File: config.mk
export PLATFORM = sky130hd
export DESIGN_NAME = sr_pulse_debouncer
export DESIGN_NICKNAME = d
export VERILOG_FILES = /design/src/rtl/sr_pulse_debouncer.sv
export SDC_FILE = /design/constraint.sdc
export NUM_CORES = 1
export LEC_CHECK = 0
export CAP_MARGIN = 20
export CORE_MARGIN = 3
export CORE_UTILIZATION = 54
export DETAILED_ROUTE_END_ITERATION = 16
export GPL_TIMING_DRIVEN = 0
export HOLD_SLACK_MARGIN = 0.05
export PLACE_DENSITY = 0.8
export SETUP_SLACK_MARGIN = 0.5
export SYNTH_ARGS = -nofsm -noshare
export SYNTH_HDL_FRONTEND = slang
export SYNTH_SLANG_ARGS = --single-unit
File: constraint.sdc
create_clock -name clk -period 5.4 [get_ports clk]
set_clock_uncertainty 0.2 [all_clocks]
set_input_delay 1.35 -clock clk [delete_from_list [all_inputs] [get_ports clk]]
set_output_delay 1.35 -clock clk [all_outputs]
set_load 0.005 [all_outputs]
File: src/rtl/sr_pulse_debouncer.sv
// Conditioning stage for an S/R latch: synchronises and debounces two raw buttons
// and turns each accepted press into a fixed-width, mutually exclusive s or r pulse.

module sr_db_channel #(
  parameter int DEBOUNCE_CYCLES = 4
) (
  input  logic clk,
  input  logic rst_n,
  input  logic btn,
  output logic db,
  output logic rise
);

  localparam int CW = $clog2(DEBOUNCE_CYCLES) + 1;
  localparam logic [CW-1:0] CNT_LAST = CW'(DEBOUNCE_CYCLES - 1);
  localparam logic [CW-1:0] CNT_ZERO = CW'(0);
  localparam logic [CW-1:0] CNT_ONE  = CW'(1);

  logic          sync_meta_r;
  logic          sync_r;
  logic          db_r;
  logic          rise_r;
  logic [CW-1:0] cnt_r;
  logic [CW-1:0] cnt_s;
  logic          db_s;
  logic          rise_s;

  // Two-flop synchroniser for the asynchronous button input.
  always_ff @(posedge clk or negedge rst_n) begin
    if (!rst_n) begin
      sync_meta_r <= 1'b0;
      sync_r      <= 1'b0;
    end else begin
      sync_meta_r <= btn;
      sync_r      <= sync_meta_r;
    end
  end

  // Stability counter: any return to the current level restarts the count.
  always_comb begin
    cnt_s  = cnt_r;
    db_s   = db_r;
    rise_s = 1'b0;
    if (sync_r == db_r) begin
      cnt_s = CNT_ZERO;
    end else if (cnt_r == CNT_LAST) begin
      cnt_s  = CNT_ZERO;
      db_s   = sync_r;
      rise_s = sync_r;
    end else begin
      cnt_s = cnt_r + CNT_ONE;
    end
  end

  // Debounce state registers.
  always_ff @(posedge clk or negedge rst_n) begin
    if (!rst_n) begin
      cnt_r  <= CNT_ZERO;
      db_r   <= 1'b0;
      rise_r <= 1'b0;
    end else begin
      cnt_r  <= cnt_s;
      db_r   <= db_s;
      rise_r <= rise_s;
    end
  end

  assign db   = db_r;
  assign rise = rise_r;

endmodule

module sr_pulse_debouncer #(
  parameter int DEBOUNCE_CYCLES = 4,
  parameter int PULSE_WIDTH     = 2
) (
  input  logic clk,
  input  logic rst_n,
  input  logic btn_set,
  input  logic btn_reset,
  output logic s,
  output logic r,
  output logic busy,
  output logic conflict,
  output logic db_set,
  output logic db_reset
);

  localparam logic [1:0] ST_IDLE = 2'd0;
  localparam logic [1:0] ST_SET  = 2'd1;
  localparam logic [1:0] ST_RST  = 2'd2;

  localparam logic [7:0] PCNT_LAST = 8'(PULSE_WIDTH - 1);

  logic       rise_set_s;
  logic       rise_reset_s;
  logic [1:0] state_r;
  logic [1:0] state_s;
  logic [7:0] pcnt_r;
  logic [7:0] pcnt_s;
  logic       s_r;
  logic       s_s;
  logic       r_r;
  logic       r_s;
  logic       busy_r;
  logic       busy_s;
  logic       conflict_r;
  logic       conflict_s;

  sr_db_channel #(
    .DEBOUNCE_CYCLES(DEBOUNCE_CYCLES)
  ) u_set_ch (
    .clk  (clk),
    .rst_n(rst_n),
    .btn  (btn_set),
    .db   (db_set),
    .rise (rise_set_s)
  );

  sr_db_channel #(
    .DEBOUNCE_CYCLES(DEBOUNCE_CYCLES)
  ) u_reset_ch (
    .clk  (clk),
    .rst_n(rst_n),
    .btn  (btn_reset),
    .db   (db_reset),
    .rise (rise_reset_s)
  );

  // Pulse FSM: outputs are computed here and registered, so s/r/busy track the state.
  always_comb begin
    state_s    = state_r;
    pcnt_s     = pcnt_r;
    s_s        = 1'b0;
    r_s        = 1'b0;
    busy_s     = 1'b0;
    conflict_s = 1'b0;
    case (state_r)
      ST_IDLE: begin
        if (rise_set_s && !rise_reset_s) begin
          state_s = ST_SET;
          pcnt_s  = 8'd0;
          s_s     = 1'b1;
          busy_s  = 1'b1;
        end else if (rise_reset_s && !rise_set_s) begin
          state_s = ST_RST;
          pcnt_s  = 8'd0;
          r_s     = 1'b1;
          busy_s  = 1'b1;
        end else if (rise_set_s && rise_reset_s) begin
          conflict_s = 1'b1;
        end else begin
          pcnt_s = 8'd0;
        end
      end
      ST_SET, ST_RST: begin
        // A press landing mid-pulse, including on the final edge, is refused.
        conflict_s = rise_set_s | rise_reset_s;
        if (pcnt_r == PCNT_LAST) begin
          state_s = ST_IDLE;
          pcnt_s  = 8'd0;
        end else begin
          pcnt_s = pcnt_r + 8'd1;
          s_s    = (state_r == ST_SET);
          r_s    = (state_r == ST_RST);
          busy_s = 1'b1;
        end
      end
      default: begin
        state_s = ST_IDLE;
        pcnt_s  = 8'd0;
      end
    endcase
  end

  // FSM state and registered outputs.
  always_ff @(posedge clk or negedge rst_n) begin
    if (!rst_n) begin
      state_r    <= ST_IDLE;
      pcnt_r     <= 8'd0;
      s_r        <= 1'b0;
      r_r        <= 1'b0;
      busy_r     <= 1'b0;
      conflict_r <= 1'b0;
    end else begin
      state_r    <= state_s;
      pcnt_r     <= pcnt_s;
      s_r        <= s_s;
      r_r        <= r_s;
      busy_r     <= busy_s;
      conflict_r <= conflict_s;
    end
  end

  assign s        = s_r;
  assign r        = r_r;
  assign busy     = busy_r;
  assign conflict = conflict_r;

endmodule
==> flow_summary_export.csv <==
group,metric,value,unit
outcome,status,"finished clean",
sta,max_slew_margin,56.4,%
sta,hold_viol_final,0,
layout,antenna_cells,0,
min_path,min_to,"u_reset_ch.sync_r$_DFF_PN0_",
cts,cts-root-buf,"clkbuf_4",
setup_path,cp_top_family,"buffers and inverters",
yosys,syn_avg_cell_area,11.1,um2
sta,grt_setup_unrepaired,"no",
floorplan,coreArea,2280,um2
placed_design,place.gp.congestion,0.759,
setup_path,cp.required,3.85,ns
yosys,synth-seq-cells,28,
placed_design,port_buffers,9,
setup_path,cp_slowest_cell,"clkdlybuf4s50_1",
grt,grt_max_degree,17,
grt,grt_usage,17.2,%
power_and_ir_drop,leakage,0.688,nW
power_and_ir_drop,cellPowerDensity,381,nW/um2
sta,finalSetupTns,0,ns
min_path,holdPathStages,0,
floorplan,start_util,58.4,%
setup_path,worst-setup-path-type,"reg2out",
sta,setup_viol,0,
grt,antenna_found_initial,0,
cts,htreeDepth,1,
setup_path,path_buf_inv,1,
route,route.detailed.drc,0,
yosys,yosysSeqAreaShare,52.7,%
placed_design,post-dp-hpwl,1670,um
route,vias,897,
cts,cts_tree,"built",
setup_path,start_kind,"flop",
setup_path,cp-end-kind,"output port",
cts,clock_latency,0.32,ns
cts,cts.hold.buffers_added,0,
cts,clockBufferDepth,2,
grt,grt_pass1_wl,4310,um
yosys,ys_warn_count,0,
setup_path,cp-startpoint,"u_reset_ch.db$_DFFE_PN0P_",
sta,period_share,52.0,%
layout,final_util,67.4,%
floorplan,ios,10,
yosys,syn_area,1330,um2
cts,clk_pin_slew,0.15,ns
setup_path,max_stage_delay,0.52,ns
layout,mostFrequentLayoutCells,"28 x dfrtp_1, 13 x ha_1, 10 x inv_1, 10 x o21ai_0, 9 x clkdlybuf4s50_1",
layout,drive_gt1_share,7.46,%
yosys,synth.top_cells.by_area,"dfrtp_1 53%, ha_1 12%, o21ai_0 3.8%, inv_1 2.8%, a21oi_1 2.3%",
setup_path,reg2reg_slack,3.12,ns
floorplan,die_y,55.6,um
cts,post_cts_buffers,0,
route,final_antenna_net_count,0,
route,wirelength,2330,um
floorplan,die_w,55.6,um
sta,max_freq,0.356,GHz
cts,cts_buffers,3,
setup_path,crit_path_max_fanout,4,
power_and_ir_drop,ir_drop,0.251,mV
layout,areaGrowthSynthToFinish,15.4,%
route,drt-wirelength-per-cell,14.4,um
cts,postCtsResizedCells,0,
floorplan,num_rows,17,
min_path,hold_class,"reg2reg",
yosys,yosysUniqueCellTypes,31,
setup_path,worstReg2RegStart,"state_r[0]$_DFFE_PN0P_",
yosys,synth_top_area_cell,"dfrtp_1",
grt,gr-total-overflow,0,
layout,fin_area,1530,um2
layout,final_nets,152,
cts,cts.sinks,28,
setup_path,path_cells,"clkdlybuf4s50_1",
floorplan,die_area,3090,um2
grt,grt_pass1_vias,1029,
sta,worst_pin_slew,0.651,ns
min_path,hold_start,"u_reset_ch.sync_meta_r$_DFF_PN0_",
route,drtIter0Drc,15,
yosys,synth_nets,137,
yosys,netlist_instances,120,
run,maxCapViolCount,0,
sta,finalCriticalPeriod,2.81,ns
layout,layout_commonest_cell,"dfrtp_1",
route,viasPerCell,5.54,
route,dr.pass1.iters,4,
setup_path,r2r_cells,7,
setup_path,cp.arrival,1.26,ns
placed_design,placed_area,1480,um2
sta,slew_violations,0,
yosys,yosysTopAreaCellShare,52.7,%
setup_path,reg2reg_to,"pcnt_r[5]$_DFFE_PN0P_",
==> worst reg2reg max path, stage by stage, from the launching register on <==
cell and delay, ns:
dfrtp_1 0.44, inv_1 0.09, ha_1 0.29, nor2b_1 0.20, and2_1 0.18, clkbuf_1 0.21, or4_1 0.50, o21ai_0 0.10
==> stage by stage <==
step           instances  power [mW]  setup slack, ns  hold WS (ns)
4_1_cts              162       0.588             2.57         0.180
3_5_place_dp         158       0.452             2.89         0.142
5_1_grt              162       0.628             2.52         0.183
3_3_place_gp         157       0.438             2.42         0.131
2_1_floorplan        120       0.383             3.44         0.131
6_report             162       0.584             2.59         0.176
==> worst max-delay path by stage <==
| stage | endpoint | slack [ns] | cells after the start |
|---|---|---|---|
| after detailed placement | u_reset_ch.sync_meta_r$_DFF_PN0_ | 2.89 | 2 |
| final | db_reset | 2.59 | 1 |
| after global placement | u_reset_ch.sync_meta_r$_DFF_PN0_ | 2.42 | 1 |
| after CTS | db_reset | 2.57 | 1 |
| after global routing | db_set | 2.52 | 1 |
| after floorplan | pcnt_r[7]$_DFFE_PN0P_ | 3.44 | 7 |
==> power breakdown <==
| part | internal, mW | switching, mW | leakage, nW |
|---|---|---|---|
| Clock | 0.0750 | 0.0610 | 0.0279 |
| Combinational | 0.0904 | 0.0845 | 0.290 |
| Sequential | 0.246 | 0.0270 | 0.370 |
==> kinds of logic (layout without fill, tap and decap cells) <==
kind of cell,count (synthesis),after routing,share of synthesized area (%)
DFF,28,28,52.7
AOI/OAI and AO/OA,24,24,10.8
adders and majority gates,13,13,12.2
and+or+nand+nor,39,39,17.2
xor gates and xnor gates,2,2,1.32
muxes,2,2,1.69
buffers and inverters,12,26,3.95
==> metal layers <==
metal,GRT usage (%),vias to the layer above,share of wire (%)
li1,-,447,-
met1,20.4,433,46
met2,31.4,15,50
met3,2.55,2,3.0
met4,5.90,0,0.43
met5,0,-,0
==> flip-flops by register name, indices dropped and copies added, names as in the netlist, 2 cells and up <==
name,count
state_r,2
pcnt_r,8
u_reset_ch.cnt_r,3
u_set_ch.cnt_r,3
==> cell usage after synthesis (all sizes together) <==
| master | n |
|---|---|
| nor3b | 3 |
| inv | 10 |
| nand4 | 1 |
| nor2b | 4 |
| nand2 | 8 |
| or4 | 4 |
| and4 | 1 |
| a21oi | 6 |
| nor4b | 1 |
| buf | 1 |
| nand4b | 1 |
| nand2b | 1 |
| a31o | 1 |
| o21ai | 10 |
| a31oi | 3 |
| or3 | 1 |
| dfrtp | 28 |
| nor3 | 2 |
| a21o | 1 |
| clkbuf | 1 |
| and2 | 1 |
| and3b | 2 |
| a22oi | 2 |
| o211ai | 1 |
| nand3 | 4 |
| mux2 | 2 |
| xnor2 | 2 |
| nor2 | 4 |
| ha | 13 |
| nor4 | 1 |
==> cell type report <==
| class | instances | area (um2) |
|---|---|---|
| plain buffers | 2 | 15.0 |
| clock buffers | 3 | 22.5 |
| clock inverters | 1 | 30.0 |
| fillers | 177 | 742 |
| inverters | 10 | 37.5 |
| multi-input cells | 80 | 576 |
| flip-flops and latches | 28 | 701 |
| well taps | 28 | 35.0 |
| repair buffers | 10 | 118 |
Power figures use the tool's default switching activity.
